### src/rtl/ucsbece154a_mc_pkg.sv
`default_nettype none
// +----------------------------------------------------------------------------+
// | Module  : ucsbece154a_mc_pkg                                               |
// | Purpose : Shared encodings for the multicycle RV32I controller: FSM        |
// |           states, opcode/funct3 constants, ALUOp, ALUControl, ResultSrc,   |
// |           ALUSrcA/B and ImmSrc selections.                                 |
// | Ports   : none (package)                                                   |
// | Rev     : 1.0  initial release                                             |
// +----------------------------------------------------------------------------+
package ucsbece154a_mc_pkg;

  // FETCH is encoded as zero so that the value shown on state_o while reset is
  // held (all outputs forced low) is also the state entered on release.
  typedef enum logic [3:0] {
    S_FETCH    = 4'd0,
    S_DECODE   = 4'd1,
    S_MEMADR   = 4'd2,
    S_MEMREAD  = 4'd3,
    S_MEMWB    = 4'd4,
    S_MEMWRITE = 4'd5,
    S_EXECR    = 4'd6,
    S_EXECI    = 4'd7,
    S_ALUWB    = 4'd8,
    S_BRANCH   = 4'd9,
    S_JAL      = 4'd10,
    S_LUI      = 4'd11
  } state_t;

  localparam logic [6:0] OP_LW     = 7'b0000011;
  localparam logic [6:0] OP_SW     = 7'b0100011;
  localparam logic [6:0] OP_RTYPE  = 7'b0110011;
  localparam logic [6:0] OP_ITYPE  = 7'b0010011;
  localparam logic [6:0] OP_BRANCH = 7'b1100011;
  localparam logic [6:0] OP_JAL    = 7'b1101111;
  localparam logic [6:0] OP_LUI    = 7'b0110111;

  localparam logic [2:0] F3_ADD = 3'b000;
  localparam logic [2:0] F3_SLT = 3'b010;
  localparam logic [2:0] F3_OR  = 3'b110;
  localparam logic [2:0] F3_AND = 3'b111;
  localparam logic [2:0] F3_BEQ = 3'b000;
  localparam logic [2:0] F3_BNE = 3'b001;

  typedef enum logic [1:0] {
    ALUOP_ADD   = 2'b00,
    ALUOP_SUB   = 2'b01,
    ALUOP_FUNCT = 2'b10
  } aluop_t;

  localparam logic [2:0] ALU_ADD = 3'b000;
  localparam logic [2:0] ALU_SUB = 3'b001;
  localparam logic [2:0] ALU_AND = 3'b010;
  localparam logic [2:0] ALU_OR  = 3'b011;
  localparam logic [2:0] ALU_SLT = 3'b101;

  localparam logic [1:0] RES_ALUOUT    = 2'b00;
  localparam logic [1:0] RES_DATA      = 2'b01;
  localparam logic [1:0] RES_ALURESULT = 2'b10;
  localparam logic [1:0] RES_IMMEXT    = 2'b11;

  localparam logic [1:0] SRCA_PC    = 2'b00;
  localparam logic [1:0] SRCA_OLDPC = 2'b01;
  localparam logic [1:0] SRCA_RD1   = 2'b10;

  localparam logic [1:0] SRCB_RD2  = 2'b00;
  localparam logic [1:0] SRCB_IMM  = 2'b01;
  localparam logic [1:0] SRCB_FOUR = 2'b10;

  localparam logic [2:0] IMM_I = 3'b000;
  localparam logic [2:0] IMM_S = 3'b001;
  localparam logic [2:0] IMM_B = 3'b010;
  localparam logic [2:0] IMM_J = 3'b011;
  localparam logic [2:0] IMM_U = 3'b100;

endpackage
`default_nettype wire

### src/rtl/ucsbece154a_aludec.sv
`default_nettype none
// +----------------------------------------------------------------------------+
// | Module  : ucsbece154a_aludec                                               |
// | Purpose : Combinational ALU decoder. Maps ALUOp/funct3/funct7b5/op[5] to   |
// |           the 3-bit ALU control and flags unsupported funct3 values.       |
// | Ports   : aluop_i[1:0], funct3_i[2:0], funct7b5_i, op5_i  -> inputs        |
// |           alucontrol_o[2:0], illegal_o                    -> outputs       |
// | Rev     : 1.0  initial release                                             |
// +----------------------------------------------------------------------------+
module ucsbece154a_aludec
  import ucsbece154a_mc_pkg::*;
(
  input  logic [1:0] aluop_i,
  input  logic [2:0] funct3_i,
  input  logic       funct7b5_i,
  input  logic       op5_i,
  output logic [2:0] alucontrol_o,
  output logic       illegal_o
);

  always_comb begin
    alucontrol_o = ALU_ADD;
    illegal_o    = 1'b0;

    // The illegal flag looks at funct3 alone so the FSM can use it in DECODE,
    // before the ALU is actually steered by funct.
    case (funct3_i)
      F3_ADD, F3_SLT, F3_OR, F3_AND: illegal_o = 1'b0;
      default:                       illegal_o = 1'b1;
    endcase

    case (aluop_i)
      ALUOP_ADD: alucontrol_o = ALU_ADD;
      ALUOP_SUB: alucontrol_o = ALU_SUB;
      default: begin
        case (funct3_i)
          // op[5] separates R-type from I-type, so addi with bit30 set stays add
          F3_ADD:  alucontrol_o = (funct7b5_i & op5_i) ? ALU_SUB : ALU_ADD;
          F3_SLT:  alucontrol_o = ALU_SLT;
          F3_OR:   alucontrol_o = ALU_OR;
          F3_AND:  alucontrol_o = ALU_AND;
          default: alucontrol_o = ALU_ADD;
        endcase
      end
    endcase
  end

endmodule
`default_nettype wire

### src/rtl/ucsbece154a_mc_controller.sv
`default_nettype none
// +----------------------------------------------------------------------------+
// | Module  : ucsbece154a_mc_controller                                        |
// | Purpose : Multicycle RV32I control FSM. Sequences fetch/decode/execute/    |
// |           writeback and drives the shared-memory datapath muxes/enables.   |
// | Params  : MEM_WAIT_EN (hold memory states on MemReady_i), EN_BNE, EN_LUI   |
// | Ports   : clk, reset_ni (sync, active low), op_i[6:0], funct3_i[2:0],      |
// |           funct7b5_i, Zero_i, MemReady_i -> inputs                         |
// |           PCWrite_o, AdrSrc_o, MemWrite_o, IRWrite_o, ResultSrc_o[1:0],    |
// |           ALUControl_o[2:0], ALUSrcA_o[1:0], ALUSrcB_o[1:0],               |
// |           ImmSrc_o[2:0], RegWrite_o, Illegal_o, state_o[3:0] -> outputs    |
// | Rev     : 1.0  initial release                                             |
// +----------------------------------------------------------------------------+
module ucsbece154a_mc_controller
  import ucsbece154a_mc_pkg::*;
#(
  parameter bit MEM_WAIT_EN = 1'b1,
  parameter bit EN_BNE      = 1'b1,
  parameter bit EN_LUI      = 1'b1
) (
  input  logic       clk,
  input  logic       reset_ni,
  input  logic [6:0] op_i,
  input  logic [2:0] funct3_i,
  input  logic       funct7b5_i,
  input  logic       Zero_i,
  input  logic       MemReady_i,
  output logic       PCWrite_o,
  output logic       AdrSrc_o,
  output logic       MemWrite_o,
  output logic       IRWrite_o,
  output logic [1:0] ResultSrc_o,
  output logic [2:0] ALUControl_o,
  output logic [1:0] ALUSrcA_o,
  output logic [1:0] ALUSrcB_o,
  output logic [2:0] ImmSrc_o,
  output logic       RegWrite_o,
  output logic       Illegal_o,
  output logic [3:0] state_o
);

  state_t     state_q, state_d;
  aluop_t     w_aluop;
  logic [2:0] w_alucontrol;
  logic       w_funct_ill;
  logic       w_ready;

  // With the handshake disabled every memory access completes in one cycle.
  assign w_ready = MemReady_i | ~MEM_WAIT_EN;

  always_ff @(posedge clk) begin
    if (!reset_ni) state_q <= S_FETCH;
    else           state_q <= state_d;
  end

  always_comb begin
    w_aluop = ALUOP_ADD;
    case (state_q)
      S_EXECR, S_EXECI: w_aluop = ALUOP_FUNCT;
      S_BRANCH:         w_aluop = ALUOP_SUB;
      default:          w_aluop = ALUOP_ADD;
    endcase
  end

  ucsbece154a_aludec u_aludec (
    .aluop_i      (w_aluop),
    .funct3_i     (funct3_i),
    .funct7b5_i   (funct7b5_i),
    .op5_i        (op_i[5]),
    .alucontrol_o (w_alucontrol),
    .illegal_o    (w_funct_ill)
  );

  assign ALUControl_o = reset_ni ? w_alucontrol : 3'b000;
  assign state_o      = reset_ni ? state_q : S_FETCH;

  always_comb begin
    state_d     = state_q;
    PCWrite_o   = 1'b0;
    AdrSrc_o    = 1'b0;
    MemWrite_o  = 1'b0;
    IRWrite_o   = 1'b0;
    ResultSrc_o = RES_ALUOUT;
    ALUSrcA_o   = SRCA_PC;
    ALUSrcB_o   = SRCB_RD2;
    ImmSrc_o    = IMM_I;
    RegWrite_o  = 1'b0;
    Illegal_o   = 1'b0;

    case (state_q)
      S_FETCH: begin
        ALUSrcB_o   = SRCB_FOUR;
        ResultSrc_o = RES_ALURESULT;
        IRWrite_o   = w_ready;
        PCWrite_o   = w_ready;
        if (w_ready) state_d = S_DECODE;
      end
      S_DECODE: begin
        // Branch target OldPC+imm is precomputed here into ALUOut.
        ALUSrcA_o = SRCA_OLDPC;
        ALUSrcB_o = SRCB_IMM;
        ImmSrc_o  = IMM_B;
        case (op_i)
          OP_LW, OP_SW: state_d = S_MEMADR;
          OP_RTYPE: begin
            state_d   = w_funct_ill ? S_FETCH : S_EXECR;
            Illegal_o = w_funct_ill;
          end
          OP_ITYPE: begin
            state_d   = w_funct_ill ? S_FETCH : S_EXECI;
            Illegal_o = w_funct_ill;
          end
          OP_BRANCH: begin
            if (funct3_i == F3_BEQ || (EN_BNE && funct3_i == F3_BNE)) begin
              state_d = S_BRANCH;
            end else begin
              state_d   = S_FETCH;
              Illegal_o = 1'b1;
            end
          end
          OP_JAL: state_d = S_JAL;
          OP_LUI: begin
            if (EN_LUI) begin
              state_d = S_LUI;
            end else begin
              state_d   = S_FETCH;
              Illegal_o = 1'b1;
            end
          end
          default: begin
            state_d   = S_FETCH;
            Illegal_o = 1'b1;
          end
        endcase
      end
      S_MEMADR: begin
        ALUSrcA_o = SRCA_RD1;
        ALUSrcB_o = SRCB_IMM;
        ImmSrc_o  = (op_i == OP_LW) ? IMM_I : IMM_S;
        state_d   = (op_i == OP_LW) ? S_MEMREAD : S_MEMWRITE;
      end
      S_MEMREAD: begin
        AdrSrc_o = 1'b1;
        if (w_ready) state_d = S_MEMWB;
      end
      S_MEMWB: begin
        ResultSrc_o = RES_DATA;
        RegWrite_o  = 1'b1;
        state_d     = S_FETCH;
      end
      S_MEMWRITE: begin
        // Strobe stays asserted through the whole wait.
        AdrSrc_o   = 1'b1;
        MemWrite_o = 1'b1;
        if (w_ready) state_d = S_FETCH;
      end
      S_EXECR: begin
        ALUSrcA_o = SRCA_RD1;
        ALUSrcB_o = SRCB_RD2;
        state_d   = S_ALUWB;
      end
      S_EXECI: begin
        ALUSrcA_o = SRCA_RD1;
        ALUSrcB_o = SRCB_IMM;
        ImmSrc_o  = IMM_I;
        state_d   = S_ALUWB;
      end
      S_ALUWB: begin
        RegWrite_o = 1'b1;
        state_d    = S_FETCH;
      end
      S_BRANCH: begin
        ALUSrcA_o = SRCA_RD1;
        ALUSrcB_o = SRCB_RD2;
        // Only beq and (when enabled) bne reach this state.
        PCWrite_o = (funct3_i == F3_BEQ) ? Zero_i : ~Zero_i;
        state_d   = S_FETCH;
      end
      S_JAL: begin
        // Link value PC+4 is formed from OldPC and written back in ALUWB.
        ALUSrcA_o = SRCA_OLDPC;
        ALUSrcB_o = SRCB_FOUR;
        PCWrite_o = 1'b1;
        state_d   = S_ALUWB;
      end
      S_LUI: begin
        ImmSrc_o    = IMM_U;
        ResultSrc_o = RES_IMMEXT;
        RegWrite_o  = 1'b1;
        state_d     = S_FETCH;
      end
      default: state_d = S_FETCH;
    endcase

    if (!reset_ni) begin
      PCWrite_o   = 1'b0;
      AdrSrc_o    = 1'b0;
      MemWrite_o  = 1'b0;
      IRWrite_o   = 1'b0;
      ResultSrc_o = 2'b00;
      ALUSrcA_o   = 2'b00;
      ALUSrcB_o   = 2'b00;
      ImmSrc_o    = 3'b000;
      RegWrite_o  = 1'b0;
      Illegal_o   = 1'b0;
    end
  end

endmodule
`default_nettype wire
### config.mk
export PLATFORM = sky130hd
export DESIGN_NAME = ucsbece154a_mc_controller
export DESIGN_NICKNAME = d
export VERILOG_FILES = /design/src/rtl/ucsbece154a_mc_pkg.sv /design/src/rtl/ucsbece154a_aludec.sv /design/src/rtl/ucsbece154a_mc_controller.sv
export SDC_FILE = /design/constraint.sdc
export NUM_CORES = 1
export LEC_CHECK = 0
export ABC_AREA = 0
export CAP_MARGIN = 20
export CORE_UTILIZATION = 45
export DETAILED_ROUTE_END_ITERATION = 7
export HOLD_SLACK_MARGIN = 0.05
export MAX_ROUTING_LAYER = met4
export PLACE_DENSITY = 0.84
export SETUP_SLACK_MARGIN = 0.3
export SKIP_LAST_GASP = 1
export SYNTH_ARGS = -nofsm -noshare
export SYNTH_HDL_FRONTEND = slang
export SYNTH_SLANG_ARGS = --single-unit
### constraint.sdc
create_clock -name clk -period 3.1 [get_ports clk]
set_input_delay 0.62 -clock clk [delete_from_list [all_inputs] [get_ports clk]]
set_output_delay 0.62 -clock clk [all_outputs]
set_load 0.1 [all_outputs]
======== Yosys cells after proc, flatten, opt, wreduce, memory -nomap -nowiden ========
Index checks and enable logic that the tools add are counted.
operators by class
  muxes and demuxes ....................... 40
  reductions and logical operators ........ 17
  bitwise gates (word level) .............. 2
  eq/ne operators ......................... 26
operators by type and width
  cell                                                  number
  one-hot mux 4 bit (6 select lines)                    2
  equality test 7 x 6 -> 1 bit (second input constant)  3
  two-way mux 4 bit                                     5
  equality test 4 x 3 -> 1 bit (second input constant)  4
  equality test 4 bit (second input constant)           4
  two-way mux 1 bit                                     16
  two-way mux 3 bit                                     5
  equality test 7 bit (second input constant)           2
  one-hot mux 2 bit (2 select lines)                    3
  one-hot mux 3 bit (4 select lines)                    1
  OR reduction 2 bit                                    6
  OR reduction 4 bit                                    3
  one-hot mux 3 bit (3 select lines)                    1
  OR reduction 3 bit                                    3
  equality test 4 x 2 -> 1 bit (second input constant)  2
  equality test 7 x 2 -> 1 bit (second input constant)  1
  equality test 7 x 5 -> 1 bit (second input constant)  1
  equality test 3 bit (second input constant)           2
  two-way mux 2 bit                                     3
  inequality test 2 bit (second input constant)         3
  one-hot mux 1 bit (3 select lines)                    2
  one-hot mux 2 bit (3 select lines)                    1
  one-hot mux 3 bit (2 select lines)                    1
  equality test 4 x 1 -> 1 bit (second input constant)  1
  10 further kinds                                      10
word-level totals
  flip-flop bits (word level) ............. 4
  output and inout port bits .............. 22

======== Depth between registers and ports, before layout ========
Gate-level depths: netlist (run 1).
  depth after elaboration ................. 6
  depth in mapped cells ................... 5

======== By module ========
A second synthesis (run 1) with hierarchy kept.
second synthesis, totals
  cell total of the unflattened synthesis .. 132
  area, all modules ....................... 937.1 um^2
by module, submodules not included
  module                     instances  area an instance (um^2)  seq. area each (um^2)  cells each
  ucsbece154a_mc_controller  1          887.1                    80.1                   124
  ucsbece154a_aludec         1          50.0                     0.0                    8

======== Worst setup path before layout (run 1) ========
No wires, ideal clock.
  kind .................................... input port to output port
  start ................................... in reset_ni
  end ..................................... out ALUControl_o[2]
  path buffers ............................ 1
  stages on the path ...................... 4
  required time ........................... 2.480 ns
  slack ................................... -1.508 ns
  arrival time ............................ 3.988 ns
  cell sequence ........................... clkbuf_1 nor2b_1 nand3_1 nor4_1
on the way
  longest elaborated chain between the ends .. 1
RTL lines
  item               RTL line                         text
  start, declared    ucsbece154a_mc_controller.sv:22  input logic reset_ni,
  two-way mux 3 bit  ucsbece154a_mc_controller.sv:74  assign ALUControl_o = reset_ni ? w_alucontrol : 3'b000;
  end, declared      ucsbece154a_mc_controller.sv:33  output logic [2:0] ALUControl_o,
Every way passes these cells.

======== Worst setup path after layout (run 1) ========
  start ................................... in funct3_i[0]
  end ..................................... out Illegal_o
on the way
  longest elaborated chain between the ends .. 6
RTL lines
  item                                                    RTL line                                                    text
  start, declared                                         ucsbece154a_mc_controller.sv:24                             input logic [2:0] funct3_i,
  equality test 3 x 2 -> 1 bit (tied with other cells)    ucsbece154a_aludec.sv:27                                    case (funct3_i)
  OR reduction 4 bit or logical OR 1 bit (tied branches)  ucsbece154a_aludec.sv:27, ucsbece154a_mc_controller.sv:114
  two-way mux 1 bit (on tied branches)                    ucsbece154a_aludec.sv:27, ucsbece154a_mc_controller.sv:114
  one-hot mux 1 bit (3 select lines) *                    ucsbece154a_mc_controller.sv:103                            case (op_i)
  two-way mux 1 bit *                                     ucsbece154a_mc_controller.sv:90                             case (state_q)
  two-way mux 1 bit *                                     ucsbece154a_mc_controller.sv:195                            if (!reset_ni) begin
  end, declared                                           ucsbece154a_mc_controller.sv:38                             output logic Illegal_o,
Every way passes the cells marked *; elsewhere a longest branch is shown, timed or not.

==> tab_implementation.tex, run 1 <==
\begin{tabular}{lr}
\hline
Metric & Value \\
\hline
\multicolumn{2}{l}{\textbf{Critical path}} \\
Required time reported for the critical path endpoint & 2.48 ns \\
Category of the critical setup timing path & in2out \\
Signal arrival time at the worst endpoint & 2.24 ns \\
Crit Reg-Reg Startpoint & state\_q[0] \\
Kind of start point of the critical path & primary input \\
Crit. Startpoint & funct3\_i[0] \\
Element type at the critical path end & primary output \\
Highest net fanout along the worst path & 4 \\
\multicolumn{2}{l}{\textbf{Layout}} \\
Area occupied by multi-input gates & 792 um2 \\
Synth-to-layout area growth & 90.0\% \\
Largest reg by FF count & state\_q \\
Largest registers ranked by flip-flop count & state\_q (4) \\
Max reg flops & 4 \\
Most frequent standard cell in the layout excluding fill and tap cells & buf\_12 \\
Area taken by flip-flops and latches & 80.1 um2 \\
Most frequent cells in the layout & buf\_12 (22), nand2\_1 (11), buf\_4 (10) \\
Fillcell total & 67 \\
\# nets final & 184 \\
Filler-free cell count of the finished design & 193 \\
Layout cells sized above 1 & 0.365 \\
\multicolumn{2}{l}{\textbf{Clock tree}} \\
Clock slew seen by the registers of the worst setup and hold paths & 0.04 ns \\
Level count of the clock H-tree & 1 \\
Insertion delay to the later sink of the worst-skew pair & 0.24 ns \\
TritonCTS Buffers & 3 \\
Number of sinks handled by clock tree synthesis & 4 \\
Clock root buffer & clkbuf\_4 \\
CTS tree & done \\
Maximum number of buffers from clock root to sink & 2 \\
\multicolumn{2}{l}{\textbf{Power and ir drop}} \\
Total power density per cell area & 185 nW/um2 \\
Sequential share of power & 0.189 \\
Clock Power Share & 0.218 \\
Total Power Consumption & 303 uW \\
Sw Ratio & 0.451 \\
Worst vdd rail ir drop & 0.134 mV \\
Leakage power & 0.670 nW \\
P\_sw & 137 uW \\
Combinational cell fraction of total power & 0.593 \\
Internal Power & 166 uW \\
\multicolumn{2}{l}{\textbf{Flow run}} \\
Number of max-cap violations & 0 \\
\multicolumn{2}{l}{\textbf{Route}} \\
Drt wl/cell & 22.5 um \\
Number of remaining DRC errors & 0 \\
Drt first pass iters & 6 \\
Wire length reported by the detailed router & 4350 um \\
Via count normalized by instance count & 6.95 \\
Antenna-violating nets left & 0 \\
Vias after detailed routing & 1341 \\
Detailed Route Iter0 Violations & 169 \\
\multicolumn{2}{l}{\textbf{Logic synthesis}} \\
Area share of the largest cell type after synthesis & 0.0928 \\
Parity-gate share of the synthesized area counting xor and xnor cells & 0.0304 \\
Adder-Cell Fraction of Synth Area & 0 \\
Number of different library cells in the post-synthesis netlist & 48 \\
Synthesized area divided by synthesized cell count & 6.91 um2 \\
Compound-Gate Fraction of Synth Area & 0.217 \\
Main combinational cell family by area after synthesis & simple AND/OR/NAND/NOR gates \\
Proportion of synthesized flip-flops having asynchronous set or reset & 0 \\
Total nets after synthesis & 140 \\
Simple-gate share of the synthesized area & 0.510 \\
EDFF count, synth & 0 \\
Fraction of the yosys area taken by sequential cells & 0.0928 \\
Cell taking the most area after synthesis & dfxtp\_1 \\
Cells after Synth & 125 \\
Number of synthesis warnings & 0 \\
Multiplexer fraction of the synthesized cell area & 0.0348 \\
Register bit count reported by yosys & 4 \\
Cell area after synthesis & 863 um2 \\
Post-synth top flop & dfxtp\_1 \\
Top post-synthesis cells by area & dfxtp\_1 (9.3\%), nor2b\_1 (5.8\%), a21oi\_1 (5.2\%) \\
\multicolumn{2}{l}{\textbf{Timing}} \\
Share of the clock period used by the worst path after layout & 0.923 \\
Final critical-path required period & 2.86 ns \\
Setup repair after global routing missed its margin & true \\
Top achievable clock speed & 350 MHz \\
Final setup viols & 0 \\
Worst Hold Slack & 0.882 ns \\
Setup total negative slack & 0 ns \\
Worst Max-Slew Pin Slew & 0.636 ns \\
Slew margin rel. & 0.576 \\
Final count of hold timing violations & 0 \\
Layout Skew & 0.00284 ns \\
Slew Viols, Final & 0 \\
\multicolumn{2}{l}{\textbf{GRT}} \\
Global-route wire length before repair & 5250 um \\
Overflow after GRT & 0 \\
GR Util All Layers & 0.365 \\
Via count of the first global-routing pass & 1121 \\
Maximum number of pins on one net before global-route repair & 20 \\
Initial antenna violation count & 1 \\
\multicolumn{2}{l}{\textbf{Die}} \\
Die Width & 45.8 um \\
Row count & 15 \\
Core Area & 1760 um2 \\
Starting density of the core & 0.489 \\
Number of top-level pins & 37 \\
Area of the die & 2100 um2 \\
Overall die height & 45.8 um \\
\multicolumn{2}{l}{\textbf{Place}} \\
DP HPWL & 2460 um \\
Placer's final routability congestion estimate & 0.870 \\
Count of input and output buffers & 36 \\
Number of placed instances with taps included & 182 \\
\multicolumn{2}{l}{\textbf{Worst hold path}} \\
Worst hold path type & reg2reg \\
Startpoint of the most critical hold path & state\_q[1] \\
\multicolumn{2}{l}{\textbf{Outcome}} \\
Run status & finished clean \\
\hline
\end{tabular}
-- cells by family (layout without fill, tap and decap cells) --
group,after synthesis,count (layout)
multiplexers,3,3
AND/OR/NAND/NOR,72,72
AO/OA/AOI/OAI,27,27
flip-flops,4,4
other,0,1
buffers and inverters,16,58
XOR/XNOR,3,3
-- what timing repair did --
| item | CTS | global route |
|---|---|---|
| cloned | 0 | 0 |
| pin swaps | 1 | 1 |
| endpoints found under the setup margin | 4 | 5 |
| setup buffers | 2 | 5 |
| hold buffers | 0 | 0 |
| resized for setup | 9 | 4 |
-- layout make-up --
type / instances / area share
multi-input cells: 105 / 0.483
repair buffers: 49 / 0.420
flip-flops and latches: 4 / 0.0488
well taps: 25 / 0.0191
clock buffers: 3 / 0.0137
inverters: 6 / 0.0137
diodes: 1 / 0.00153
-- final timing paths --
| path | to | slack, ns | depth (start not counted) |
|---|---|---|---|
| setup / recovery | Illegal_o | 0.24 | 6 |
| hold / removal | state_q[2] | 0.88 | 2 |
| setup reg to reg | state_q[0] | 1.18 | 5 |
| hold reg to reg | state_q[2] | 0.88 | 2 |
-- stage by stage --
step / setup WS (ns) / util / area (um2)
after floorplan: -0.455 / - / 951
after global placement: 0.274 / 0.868 / 1530
after detailed placement: 0.216 / 0.868 / 1530
after CTS: 0.279 / 0.901 / 1590
after global routing: 0.207 / 0.930 / 1640
final: 0.239 / 0.930 / 1640
-- critical path, cell delays in order --
cell and delay [ns]:
clkdlybuf4s50_1 0.52, nor2b_1 0.21, nor2_1 0.17, nor2b_1 0.07
o41a_2 0.46, buf_12 0.18
-- power by group through the flow --
stage	Clock (mW)	Combinational [mW]	Sequential (mW)
finish	0.0659	0.180	0.0572
CTS	0.0669	0.166	0.0570
global placement	0	0.159	0.0574
floorplan	0	0.105	0.0538
global route	0.0717	0.185	0.0578
detailed placement	0	0.164	0.0576
-- layer usage --
layer,up-vias,part of all wire,GRT usage
li1,548,-,-
met1,591,0.32,0.399
met2,149,0.47,0.609
met3,53,0.12,0.0754
met4,0,0.086,0.206
met5,-,0,-
-- synthesized netlist by cell type, drive strengths merged, types with 3 or more instances --
cell type / count
clkbuf: 3
nand3: 5
nand2: 11
nand2b: 6
a21oi: 9
dfxtp: 4
o32ai: 3
buf: 7
and2: 6
nor2b: 8
mux2i: 3
nor2: 10
nor3: 8
inv: 6
Note: power is estimated with default switching activity, not from simulation.
==> inputs of run 2 (changes only) <==
--- a/config.mk
+++ b/config.mk
@@ -9,7 +9,6 @@
 export CAP_MARGIN = 20
 export CORE_UTILIZATION = 45
 export DETAILED_ROUTE_END_ITERATION = 7
-export HOLD_SLACK_MARGIN = 0.05
 export MAX_ROUTING_LAYER = met4
 export PLACE_DENSITY = 0.84
 export SETUP_SLACK_MARGIN = 0.3
==> results of run 2 <==
No change in the layout: final DEF, timing and power equal those of run 1.
==> inputs of run 3 (changes only) <==
--- a/config.mk
+++ b/config.mk
@@ -6,6 +6,7 @@
 export NUM_CORES = 1
 export LEC_CHECK = 0
 export ABC_AREA = 0
+export ABC_CLOCK_PERIOD_IN_PS = 3100
 export CAP_MARGIN = 20
 export CORE_UTILIZATION = 45
 export DETAILED_ROUTE_END_ITERATION = 7
==> results of run 3 <==
No change in the layout: final DEF, timing and power equal those of run 1.
